===== config.mk =====
export PLATFORM = sky130hd
export DESIGN_NAME = led_matrix_scan_driver
export DESIGN_NICKNAME = d
export VERILOG_FILES = /design/src/rtl/led_matrix_scan_driver.sv
export SDC_FILE = /design/constraint.sdc
export NUM_CORES = 1
export LEC_CHECK = 0
export BUFFER_PORTS_ARGS = -buffer_cell sky130_fd_sc_hd__buf_2
export CAP_MARGIN = 20
export CORE_ASPECT_RATIO = 0.75
export CORE_UTILIZATION = 47
export CTS_BUF_LIST = sky130_fd_sc_hd__clkbuf_4
export CTS_CLUSTER_SIZE = 12
export DETAILED_ROUTE_END_ITERATION = 16
export PLACE_DENSITY = 0.76
export SYNTH_ARGS = -nofsm -noshare
export SYNTH_HDL_FRONTEND = slang
export SYNTH_SLANG_ARGS = --single-unit

===== constraint.sdc =====
create_clock -name clk -period 2.9 [get_ports clk]
set_clock_uncertainty 0.1 [all_clocks]
set_input_delay 0.435 -clock clk [delete_from_list [all_inputs] [get_ports clk]]
set_output_delay 0.435 -clock clk [all_outputs]
set_load 0.05 [all_outputs]

===== src/rtl/led_matrix_scan_driver.sv =====
// Row-at-a-time scan driver for an 8x8 LED matrix behind two chained 74HC595s.
// Optional macro MATRIX_BRIGHTNESS_EN adds a brightness[3:0] input that PWMs oe_n during the dwell.
module led_matrix_scan_driver #(
    parameter int CLK_DIV     = 4,
    parameter int DWELL       = 2000,
    parameter bit ROW_ACT_LOW = 1'b0
) (
    input  logic            clk,
    input  logic            reset,
    input  logic            en,
    input  logic [7:0][7:0] dataMatrix,
`ifdef MATRIX_BRIGHTNESS_EN
    input  logic [3:0]      brightness,
`endif
    output logic            ds,
    output logic            shcp,
    output logic            stcp,
    output logic            oe_n,
    output logic [2:0]      row_idx,
    output logic            frame_done,
    output logic [2:0]      state_dbg
);

    // The dwell counter is at least 4 bits wide because brightness compares its low nibble.
    localparam int DCW = ($clog2(DWELL) > 4) ? $clog2(DWELL) : 4;
    localparam logic [7:0]     DIV_LAST   = 8'(CLK_DIV - 1);
    localparam logic [DCW-1:0] DWELL_LAST = DCW'(DWELL - 1);

    typedef enum logic [2:0] {
        S_IDLE     = 3'd0,
        S_LOAD     = 3'd1,
        S_SHIFT_LO = 3'd2,
        S_SHIFT_HI = 3'd3,
        S_LATCH    = 3'd4,
        S_DWELL    = 3'd5
    } state_t;

    state_t          state;
    logic [7:0][7:0] snap;
    logic [15:0]     word;
    logic [3:0]      bitcnt;
    logic [7:0]      div_cnt;
    logic [DCW-1:0]  dwell_cnt;

    logic [7:0]      rowsel;
    logic [7:0]      row_data;
    logic [15:0]     load_word;
    logic [DCW-1:0]  dwell_next;
    logic            oe_first;
    logic            oe_next;

    assign state_dbg = state;

    always_comb begin
        rowsel = 8'd1 << row_idx;
        if (ROW_ACT_LOW) rowsel = ~rowsel;
        // Row 0 reads the live matrix because the snapshot is captured on that same edge.
        row_data   = (row_idx == 3'd0) ? dataMatrix[0] : snap[row_idx];
        load_word  = {rowsel, row_data};
        dwell_next = dwell_cnt + 1'b1;
`ifdef MATRIX_BRIGHTNESS_EN
        oe_first = (brightness == 4'd0);
        oe_next  = !(dwell_next[3:0] < brightness);
`else
        oe_first = 1'b0;
        oe_next  = 1'b0;
`endif
    end

    always_ff @(posedge clk or negedge reset) begin
        if (!reset) begin
            state      <= S_IDLE;
            snap       <= '0;
            word       <= '0;
            bitcnt     <= '0;
            div_cnt    <= '0;
            dwell_cnt  <= '0;
            ds         <= 1'b0;
            shcp       <= 1'b0;
            stcp       <= 1'b0;
            oe_n       <= 1'b1;
            row_idx    <= '0;
            frame_done <= 1'b0;
        end else begin
            frame_done <= 1'b0;
            case (state)
                S_IDLE: begin
                    oe_n    <= 1'b1;
                    row_idx <= '0;
                    shcp    <= 1'b0;
                    stcp    <= 1'b0;
                    if (en) state <= S_LOAD;
                end
                S_LOAD: begin
                    if (row_idx == 3'd0) snap <= dataMatrix;
                    word    <= load_word;
                    bitcnt  <= 4'd15;
                    ds      <= load_word[15];
                    shcp    <= 1'b0;
                    div_cnt <= '0;
                    state   <= S_SHIFT_LO;
                end
                S_SHIFT_LO: begin
                    if (div_cnt == DIV_LAST) begin
                        div_cnt <= '0;
                        shcp    <= 1'b1;
                        state   <= S_SHIFT_HI;
                    end else begin
                        div_cnt <= div_cnt + 8'd1;
                    end
                end
                S_SHIFT_HI: begin
                    if (div_cnt == DIV_LAST) begin
                        div_cnt <= '0;
                        shcp    <= 1'b0;
                        if (bitcnt == 4'd0) begin
                            // Blank while the new row is latched to avoid ghosting.
                            stcp  <= 1'b1;
                            oe_n  <= 1'b1;
                            state <= S_LATCH;
                        end else begin
                            bitcnt <= bitcnt - 4'd1;
                            ds     <= word[bitcnt - 4'd1];
                            state  <= S_SHIFT_LO;
                        end
                    end else begin
                        div_cnt <= div_cnt + 8'd1;
                    end
                end
                S_LATCH: begin
                    if (div_cnt == DIV_LAST) begin
                        div_cnt   <= '0;
                        stcp      <= 1'b0;
                        dwell_cnt <= '0;
                        oe_n      <= oe_first;
                        state     <= S_DWELL;
                    end else begin
                        div_cnt <= div_cnt + 8'd1;
                    end
                end
                S_DWELL: begin
                    if (dwell_cnt == DWELL_LAST) begin
                        frame_done <= (row_idx == 3'd7);
                        if (en) begin
                            // oe_n is left alone so this row stays lit while the next shifts.
                            row_idx <= row_idx + 3'd1;
                            state   <= S_LOAD;
                        end else begin
                            row_idx <= '0;
                            oe_n    <= 1'b1;
                            state   <= S_IDLE;
                        end
                    end else begin
                        dwell_cnt <= dwell_next;
                        oe_n      <= oe_next;
                    end
                end
                default: state <= S_IDLE;
            endcase
        end
    end

endmodule

; Word level (Yosys, flattened, before mapping)
; Index checks and enable logic that the tools add are counted.
[classes]
n_addsub = 4
mul = 0
n_div = 0
order_cmp = 2
eq_ne = 17
shift = 1
muxes = 38
bitwise_logic = 0
reduce_logical = 20
[ops]
columns = cell, n
row1 = 8-bit binary-select mux with 3-bit select, 1
row2 = 3-bit two-way mux, 8
row3 = 8-bit two-way mux, 3
row4 = 11-bit two-way mux, 2
row5 = 11-bit one-hot mux with 2 select lines, 1
row6 = 3-bit one-hot mux with 6 select lines, 1
row7 = "2-bit != test, second input constant", 8
row8 = 8-bit one-hot mux with 2 select lines, 1
row9 = 1-bit two-way mux, 12
row10 = "11-bit by 1-bit adder with 11-bit output, second input constant", 1
row11 = "11-bit equality test, second input constant", 1
row12 = 5-bit AND reduction, 2
row13 = "3-bit equality test, second input constant", 3
row14 = 3-bit AND reduction, 3
row15 = "8-bit by 1-bit adder with 8-bit output, second input constant", 1
row16 = "8-bit by 2-bit equality test with 1-bit output, second input constant", 1
row17 = 4-bit two-way mux, 2
row18 = 4-bit one-hot mux with 2 select lines, 1
row19 = 2-bit nonzero test, 4
row20 = "1-bit by 3-bit left shift with 8-bit output, first input constant", 1
row21 = "3-bit by 2-bit equality test with 1-bit output, second input constant", 2
row22 = 3-bit logical NOT, 2
row23 = 1-bit one-hot mux with 3 select lines, 2
row24 = 3-bit one-hot mux with 2 select lines, 1
row25 = other kinds (16), 18
[word_totals]
reg_bits = 114
latchBits = 0
ramBits = 0
rom_bits = 0
output_inout_bits = 11
wordCells = 101
memories = 0

; Longest topological paths before layout
; Gate-level depths: netlist (run 1).
[depth]
depth_word = 6
ltp_mapped = 9
ltp_nobuf = 7

; Least setup slack after synthesis (run 1)
; OpenSTA, ideal clock, no wires.
[synth_timing]
kind = flip-flop to flip-flop
startpoint = register row_idx[1]
endpoint = register snap[0] (netlist name)
arrival_ns = 2.313
path_slack_ns = 0.362
stages_incl_launch_ff = 10
n_path_buf = 5
path_cell_list = dfrtp_1 buf_2 buf_2 inv_1 ha_1 buf_2 and3_4 buf_6 buf_6 mux2_4
[synth_between]
elab_chain_cells = 2
[synth_lines]
columns = element, line
row1 = "start, declared", 19  ; output logic [2:0] row_idx,
row2 = "start signal, assigned", 146  ; row_idx <= row_idx + 3'd1;
row3 = 3-bit logical NOT, 95  ; if (row_idx == 3'd0) snap <= dataMatrix;
row4 = 2-bit AND reduction (no source line), n/a
row5 = "end signal, assigned", 95
row6 = "end, declared", 39  ; logic [7:0][7:0] snap;
; Every way passes these cells.
; A chain may end at the register's enable or synchronous reset.

; Worst setup path after layout (run 1)
[layout_timing]
startpoint = register dwell_cnt[0]
endpoint = register dwell_cnt[9]
[layout_between]
elab_chain_cells = 3
[layout_lines]
columns = element, line
row1 = "start, declared", 43  ; logic [DCW-1:0] dwell_cnt;
row2 = "start signal, assigned", 154  ; dwell_cnt <= dwell_next;
row3 = 11-bit by 1-bit adder with 11-bit output / 11-bit equality test (equally long branches), "60, 142"
row4 = 11-bit two-way mux / 2-bit != test (equally long branches), n/a
row5 = 11-bit one-hot mux with 2 select lines / 3-bit AND reduction (equally long branches), n/a
; Several ways; a longest one is shown, not always the timed one. The select of a mux whose other input is x is not followed.

==> summary.txt, run 1 <==
Initial DRC Count = 201
initial antenna violation count = 0
Root Driver = clkbuf_4
CP Data Required Time = 3.19 ns
fin. max-slew vios = 0
PwrDens = 456 nW/um^2
post-route antenna net violation count = 0
Fmax achieved = 438 MHz
post-synthesis compound-gate area fraction = 6.50%
IO buf count = 77
Worst-Margin Slew = 0.841 ns
area leader, netlist = dfrtp_1
Lkg Pwr = 3.27 nW
critical path class = reg2reg
Slew HR = 43.6%
gr usage total = 22.2%
Async S/R FF share, synth = 100%
number of flops mapped to enable cells by yosys = 0
Post-Syn Area per Cell = 12.3 sq um
Yosys Warn Count = 0
via count = 4011
largest family of logic cells by synthesized area = multiplexers
reg2reg setup slack = 0.62 ns
Synthesized Nets = 541
multiplexer area fraction after synthesis = 23.7%
Core Box Area = 11700 sq um
Die ar. = 12600 sq um
Fin Hold WS = 0.0464 ns
Hold Violations, Final = 0
RSZ-0062 raised after global routing = no
vias in the first global route = 4367
Yosys cell types = 48
CTS Buf Count = 17
fill count = 964
WL/cell = 16.5 um
Clock Tree Buf Depth = 2
final period utilization = 78.7%
Worst-Skew Late Latency = 0.52 ns
Hold Crit Class = in2reg
Most used DFF post-synth = dfrtp_1
top cell type's share of synthesized area = 49.5%
drt pass-1 iters = 4
Post-Synth XOR/XNOR Area = 1.69%
Die Wd = 129 um
CTS tree = built
Mapped Area = 5710 sq um
first-pass GRT wire length = 21400 um
status = finished, final reports clean
grt ovf = 0
largest net degree at the start of global routing = 67
synthesis-stage register bit count = 114
CP arrival = 2.57 ns
peak supply drop = 0.342 mV
clock-pin slew on the worst setup and hold paths = 0.11 ns
# clock sinks = 114
Total Wirelength = 12300 um
CP Max Fanout = 11
Starting Density = 48.8%
Area Growth Syn to Fin = 19.3%
post_cts resized = 0
# diodes = 0
Synth Area in Adders = 1.97%
fin nets = 647
via-per-instance ratio = 5.38
# rows = 34
endpoints failing setup = 0
Min Clock Period, post-route = 2.28 ns
Seq/Total Area, Yosys = 50.0%
CTS H-tree lvls = 4
Detail Placement HPWL = 8660 um
drt drc = 0
critical path capture point type = flop
Post-Synth Simple-Gate Area = 12.4%
Fin Setup TNS = 0 ns
layout cells sized above 1 = 35.6%
RePlAce Congestion = 0.836
Synth Instances = 465
io pins = 78
Synth area leaders = dfrtp_1 49%, mux2_2 8.5%, mux4_2 7.9%
CP startpoint kind = flop
Die Y = 97.5 um
max cap viols = 0
==> per-stage QoR <==
| stage | cell area [sq um] | utilization, % | power (mW) | cells | setup slack, ns |
|---|---|---|---|---|---|
| floorplan | 5710 | - | 1.62 | 465 | 0.362 |
| global placement | 6250 | 53.4 | 1.70 | 692 | 0.824 |
| detailed placement | 6250 | 53.4 | 1.71 | 692 | 0.653 |
| CTS | 6720 | 57.5 | 3.15 | 737 | 0.630 |
| global route | 6810 | 58.2 | 3.24 | 746 | 0.399 |
| finish | 6810 | 58.2 | 3.11 | 746 | 0.618 |
==> logic make-up after synthesis <==
group | count (synthesis)
adders and majority gates | 9
muxes | 95
xor gates and xnor gates | 11
AOI/OAI and AO/OA | 65
buffers and inverters | 33
and+or+nand+nor | 138
DFF | 114
==> placed cells by master, fill, tap and decap left out, types with 4 or more instances in the layout <==
master and instances:
mux2i_1 10, xnor2_1 6, buf_2 76, dlygate4sd3_1 22
ha_1 9, and3_1 7, nor2_1 32, mux2_4 19
mux2_2 43, clkbuf_4 18, nand2b_1 4, o21ai_0 25
xor2_1 5, nand3b_1 4, a21oi_1 26, nor3_1 9
nand3_1 16, inv_1 9, nand4_1 6, nand2_1 43
dfrtp_1 113, bufinv_16 5, buf_4 10, mux4_2 20
==> flip-flops by register name, indices dropped and copies added (netlist names) <==
name,count
oe_n,1
bitcnt,4
state_dbg,3
frame_done,1
word,16
snap,64
dwell_cnt,11
ds,1
stcp,1
shcp,1
row_idx,3
div_cnt,8
==> synthesized netlist by cell type, types with 3 or more instances <==
cell type	n
dfrtp_1	113
mux2_2	43
nand2_1	43
nor2_1	32
a21oi_1	26
o21ai_0	25
mux4_2	20
mux2_4	19
nand3_1	16
mux2i_1	10
buf_6	9
ha_1	9
inv_1	9
nor3_1	9
and3_1	7
buf_2	6
nand4_1	6
xnor2_1	6
xor2_1	5
clkbuf_1	4
nand2b_1	4
nand3b_1	4
a22o_1	3
mux2_1	3
nor2b_1	3
==> path summary, 6_finish.rpt <==
check                                    start           end  depth (start not counted)
worst max register to register    dwell_cnt[0]  dwell_cnt[9]                          6
worst max-delay path              dwell_cnt[0]  dwell_cnt[9]                          6
worst min register to register            oe_n          oe_n                          2
max in group asynchronous                reset      snap[38]                          3
min in group asynchronous                reset      snap[43]                          2
worst min-delay path            dataMatrix[54]      snap[54]                          2
==> layout make-up <==
class | instances | area, sq um | share of cell area, %
Clock buffer | 18 | 135 | 1.98
Multi-Input combinational cell | 318 | 2640 | 38.8
Timing Repair Buffer | 111 | 736 | 10.8
Inverter | 9 | 33.8 | 0.496
Clock inverter | 14 | 211 | 3.10
Tap cell | 162 | 203 | 2.97
Sequential cell | 114 | 2850 | 41.9
==> power breakdown <==
group,internal (mW),switching (mW),total [mW]
registers,1.59,0,1.59
logic,0.0555,0.0522,0.108
clock network,0.778,0.636,1.41
total,2.42,0.688,3.11
==> timing repair <==
| item | 4_1_cts | 5_1_grt |
|---|---|---|
| hold endpoints to repair | 47 | 9 |
| setup buffers | 0 | 0 |
| hold buffers | 13 | 9 |
==> routing by layer <==
metal / share of wire [%] / global-route usage, %
met5: 0 / 0
met4: 1.5 / 8.24
met3: 4.5 / 5.73
met2: 48 / 34.7
met1: 45 / 29.7
==> critical path, cell delays in order (launching register included) <==
cell and delay [ns]:
dfrtp_1 0.41, ha_1 0.26, nand4_1 0.22, o31ai_2 0.77
nor3_1 0.16, xnor2_1 0.18, nor2_1 0.05
Note: power is estimated with default switching activity, not from simulation.
==> inputs of run 2 (changes only) <==
--- a/config.mk
+++ b/config.mk
@@ -12,7 +12,7 @@
 export CTS_BUF_LIST = sky130_fd_sc_hd__clkbuf_4
 export CTS_CLUSTER_SIZE = 12
 export DETAILED_ROUTE_END_ITERATION = 16
-export PLACE_DENSITY = 0.76
+export PLACE_DENSITY = 0.79
 export SYNTH_ARGS = -nofsm -noshare
 export SYNTH_HDL_FRONTEND = slang
 export SYNTH_SLANG_ARGS = --single-unit
==> constraint.sdc (replaced) <==
create_clock -name clk -period 2.04 [get_ports clk]
set_clock_uncertainty 0.1 [all_clocks]
set_input_delay 0.306 -clock clk [delete_from_list [all_inputs] [get_ports clk]]
set_output_delay 0.306 -clock clk [all_outputs]
set_load 0.05 [all_outputs]
==> run 2 against run 1 <==
Compared with the run above: critical path depth up 1; core utilization increased by 5.1 points; global-route usage increased by 1.9 points; maximum frequency rose by 18%; first-iteration DRC count is 41% higher; cell count rose by 7.0%; clock power increased by 11%; flip-flop and latch count stayed put; sequential share of layout area down 3.3 points; largest power group unchanged.
==> summary.txt, run 2 (same netlist as run 1, synthesis figures left out) <==
status = finished, final reports clean
# clock sinks = 114
Clock Tree Buf Depth = 2
Fmax achieved = 519 MHz
# rows = 34
critical path class = reg2reg
Die ar. = 12600 sq um
Initial DRC Count = 284
final period utilization = 94.4%
Layout Cells excl Fill = 798
most common cell after layout, fill and taps aside = dfrtp_1
Largest register FFs = 64
Multi-input gate area = 2790 sq um
post-route antenna net violation count = 0
Core Box Area = 11700 sq um
CP startpoint kind = flop
layout cells sized above 1 = 35.5%
FF-to-FF End = dwell_cnt[7]
CP Data Required Time = 2.34 ns
crit-path cells = ha_1 > nand4_1 > o31ai_2 > buf_4 > nor3_1 > xnor2_1 > nor2_1
max cap viols = 0
largest net degree at the start of global routing = 39
IO buf count = 77
vias in the first global route = 4615
Worst-Margin Slew = 0.389 ns
Hold Violations, Final = 0
CP arrival = 2.23 ns
final core area utilization = 63.3%
CP peak stage delay = 0.41 ns
Lkg Pwr = 3.49 nW
commonest cells after routing, fill and taps aside = 111 x dfrtp_1, 76 x buf_2, 66 x dlygate4sd3_1
Starting Density = 48.8%
Top reg by flops = snap
clock-pin slew on the worst setup and hold paths = 0.10 ns
Detail Placement HPWL = 8750 um
critical path capture point type = flop
Buf/Inv on CP = 1
worst reg2reg path depth = 7
CTS Buf Count = 17
via-per-instance ratio = 5.42
Die Y = 97.5 um
via count = 4324
reg2reg setup slack = 0.11 ns
fin. max-slew vios = 0
Fin Hold WS = 0.144 ns
fill count = 880
Min Clock Period, post-route = 1.93 ns
# diodes = 0
endpoints failing setup = 0
drt drc = 0
CTS tree = built
sequential cell area = 2860 sq um
gr usage total = 24.1%
PwrDens = 547 nW/um^2
io pins = 78
Slew HR = 74.0%
Setup Buffers After CTS = 0
Worst-Skew Late Latency = 0.52 ns
fin nets = 700
Total Wirelength = 13600 um
Inst Count DP = 701
RePlAce Congestion = 0.867
CP top delay family = flip-flops
Die Wd = 129 um
WL/cell = 17.1 um
CP Max Fanout = 8
grt ovf = 0
Root Driver = clkbuf_4
CTS H-tree lvls = 4
initial antenna violation count = 0
first-pass GRT wire length = 23000 um
peak supply drop = 0.463 mV
Hold Crit Class = in2async
largest registers = snap: 64 flops, word: 16 flops, dwell_cnt: 11 flops
drt pass-1 iters = 5
Area Growth Syn to Fin = 29.6%
worst reg2reg path startpoint = dwell_cnt[0]
CP max-delay cell = dfrtp_1
==> run 2: repair_timing <==
item / CTS / global route
setup endpoints to repair: 0 / 7
hold buffers: 66 / 0
endpoints found under the hold margin: 179 / 0
gates resized for setup: 0 / 4
==> run 2: where the power goes <==
| part | leakage [nW] | switching [mW] | internal (mW) |
|---|---|---|---|
| Combinational | 1.80 | 0.0924 | 0.139 |
| Clock | 0.134 | 0.874 | 0.691 |
| Sequential | 1.55 | 0 | 2.26 |
==> run 2: layout make-up <==
cell class	instances	share of cell area (%)
flip-flops and latches	114	38.6
multi-input cells	318	37.6
repair buffers	164	17.1
well taps	162	2.74
clock buffers	17	1.72
clock inverters	14	1.66
inverters	9	0.558
==> run 2: metrics by stage <==
step / TNS, ns / power [mW] / cell area [sq um] / setup slack (ns)
floorplan: -6.10 / 2.31 / 5900 / -0.122
global placement: 0 / 2.43 / 6470 / 0.204
detailed placement: 0 / 2.43 / 6470 / 0.123
CTS: 0 / 4.07 / 7390 / 0.105
global route: -0.00168 / 4.23 / 7410 / -0.00168
finish: 0 / 4.05 / 7410 / 0.114
==> run 2: metal layers <==
metal / global-route usage [%] / wire (um)
met5: 0 / 0
met1: 30.4 / 6050
met3: 6.39 / 562
met2: 40.0 / 6760
met4: 7.78 / 229
==> run 2: worst max path at each step <==
stage	from	end	slack (ns)	cells after the start
2_1_floorplan	row_idx[0]	snap[10]	-0.12	9
5_1_grt	div_cnt[0]	ds	-0.002	6
3_3_place_gp	row_idx[0]	snap[62]	0.20	6
6_report	dwell_cnt[0]	dwell_cnt[7]	0.11	7
3_5_place_dp	bitcnt[1]	ds	0.12	7
4_1_cts	bitcnt[1]	ds	0.11	7
==> inputs of run 3 (changes only) <==
--- a/config.mk
+++ b/config.mk
@@ -7,12 +7,13 @@
 export LEC_CHECK = 0
 export BUFFER_PORTS_ARGS = -buffer_cell sky130_fd_sc_hd__buf_2
 export CAP_MARGIN = 20
-export CORE_ASPECT_RATIO = 0.75
+export CORE_MARGIN = 4
 export CORE_UTILIZATION = 47
 export CTS_BUF_LIST = sky130_fd_sc_hd__clkbuf_4
 export CTS_CLUSTER_SIZE = 12
 export DETAILED_ROUTE_END_ITERATION = 16
 export PLACE_DENSITY = 0.79
+export SLEW_MARGIN = 30
 export SYNTH_ARGS = -nofsm -noshare
 export SYNTH_HDL_FRONTEND = slang
 export SYNTH_SLANG_ARGS = --single-unit
==> run 3 against run 2 <==
Compared with the run above: clock power up 11%; sequential power about the same; hold slack worse by 0.11 ns; global-route usage down 2.9 points; via count down 0.35%; design area down 0.34%; cell count down 2.3%; sequential share of layout area up 0.13 points; first-iteration DRC count down 1.8%; core utilization down 1.6 points; worst setup slack about the same; critical endpoint is now row_idx[0]; largest power group unchanged.
==> summary.txt, run 3 (same netlist as run 1, synthesis figures left out) <==
Core Box Area = 12000 sq um
# rows = 40
Min Clock Period, post-route = 1.93 ns
IO buf count = 77
via-per-instance ratio = 5.52
Fmax achieved = 519 MHz
sw power = 959 uW
fin. max-slew vios = 0
Worst-Margin Slew = 0.478 ns
Comb power frac = 5.4%
Largest register FFs = 64
internal power = 3.27 mW
Fin Setup TNS = 0 ns
largest net degree at the start of global routing = 52
drt drc = 0
most common cell after layout, fill and taps aside = dfrtp_1
worst reg2reg path depth = 6
status = finished, final reports clean
initial antenna violation count = 0
CP startpoint kind = flop
fill count = 895
CP peak stage delay = 0.50 ns
Initial DRC Count = 279
PwrDens = 573 nW/um^2
Clock Tree Buf Depth = 2
Starting Density = 47.8%
drt pass-1 iters = 4
Top reg by flops = snap
Fin Hold WS = 0.0348 ns
commonest cells after routing, fill and taps aside = 111 x dfrtp_1, 76 x buf_2, 65 x dlygate4sd3_1
endpoints failing setup = 0
fin nets = 697
CP Max Fanout = 13
sequential power share = 53.4%
# clock sinks = 114
CP max-delay cell = dfrtp_2
Hold Crit Class = in2reg
Total Wirelength = 14200 um
clock-pin slew on the worst setup and hold paths = 0.11 ns
first-pass GRT wire length = 23600 um
RePlAce Congestion = 0.867
CTS H-tree lvls = 4
Lkg Pwr = 3.49 nW
Root Driver = clkbuf_4
vias in the first global route = 4704
CP arrival = 1.52 ns
via count = 4309
Net Sw Frac = 22.7%
CP top delay family = buffers and inverters
# diodes = 0
max cap viols = 0
grt ovf = 0
WL/cell = 18.2 um
Die Wd = 118 um
CTS Buf Count = 17
Detail Placement HPWL = 9180 um
critical path class = reg2out
Area Growth Syn to Fin = 29.2%
Buf/Inv on CP = 2
CTS tree = built
io pins = 78
Die Y = 118 um
largest registers = snap: 64 flops, word: 16 flops, dwell_cnt: 11 flops
Worst-Skew Late Latency = 0.50 ns
Inst Count DP = 684
critical path capture point type = primary output
peak supply drop = 0.626 mV
Die ar. = 14000 sq um
crit-path cells = buf_12 > buf_2
Setup Buffers After CTS = 0
Layout Cells excl Fill = 780
Hold Path Depth = 3
layout cells sized above 1 = 36.0%
Clock power frac = 41.2%
post-route antenna net violation count = 0
CP Data Required Time = 1.63 ns
WP depth = 2
Slew HR = 68.1%
Hold Violations, Final = 0
gr usage total = 21.2%
final period utilization = 94.4%
[run 3: area by class of cell]
cell class | instances | area (sq um) | area share (%)
clock buffer | 20 | 150 | 2.03
timing repair buffer | 161 | 1230 | 16.7
multi-input combinational | 318 | 2780 | 37.7
inverter | 9 | 41.3 | 0.559
sequential | 114 | 2860 | 38.7
clock inverter | 11 | 139 | 1.88
tap | 147 | 184 | 2.49
[run 3: metal layers]
metal / GRT usage [%] / share of wire, %
met5: 0 / 0
met4: 7.11 / 3.2
met3: 5.26 / 4.9
met2: 37.2 / 52
met1: 25.5 / 40
[run 3: power by group through the flow]
stage / registers (mW) / clock network [mW] / logic (mW)
2_1_floorplan: 2.30 / 0 / 0.00292
3_3_place_gp: 2.30 / 0 / 0.123
4_1_cts: 2.26 / 1.76 / 0.222
5_1_grt: 2.26 / 1.88 / 0.253
3_5_place_dp: 2.30 / 0 / 0.128
6_report: 2.26 / 1.74 / 0.228
[run 3: timing repair]
action,in CTS,in global routing
endpoints found under the setup margin,0,5
hold endpoints to repair,92,0
hold buffers,65,0
resized for setup,0,4
[run 3: metrics by stage]
step	power, mW	instance area [sq um]	utilization (%)	setup slack (ns)
floorplan	2.31	5900	-	-0.122
global placement	2.43	6430	53.7	0.226
detailed placement	2.43	6430	53.7	0.0405
CTS	4.24	7370	61.6	0.00501
global route	4.39	7380	61.7	-0.00485
finish	4.23	7380	61.7	0.114
[run 3: tightest hold or removal path, cell delays in order]
cell	delay [ns]
buf_2	0.14
nand2b_1	0.08
o21ai_0	0.07
[run 3: path summary, 6_finish.rpt]
| kind | endpoint | from | slack (ns) |
|---|---|---|---|
| min | row_idx[2] | en | 0.03 |
| max in group asynchronous | snap[9] | reset | 1.02 |
| min reg2reg | oe_n | oe_n | 0.38 |
| min in group asynchronous | div_cnt[7] | reset | 0.19 |
| max reg2reg | ds | bitcnt[1] | 0.13 |
| max | row_idx[0] | row_idx[0] | 0.11 |
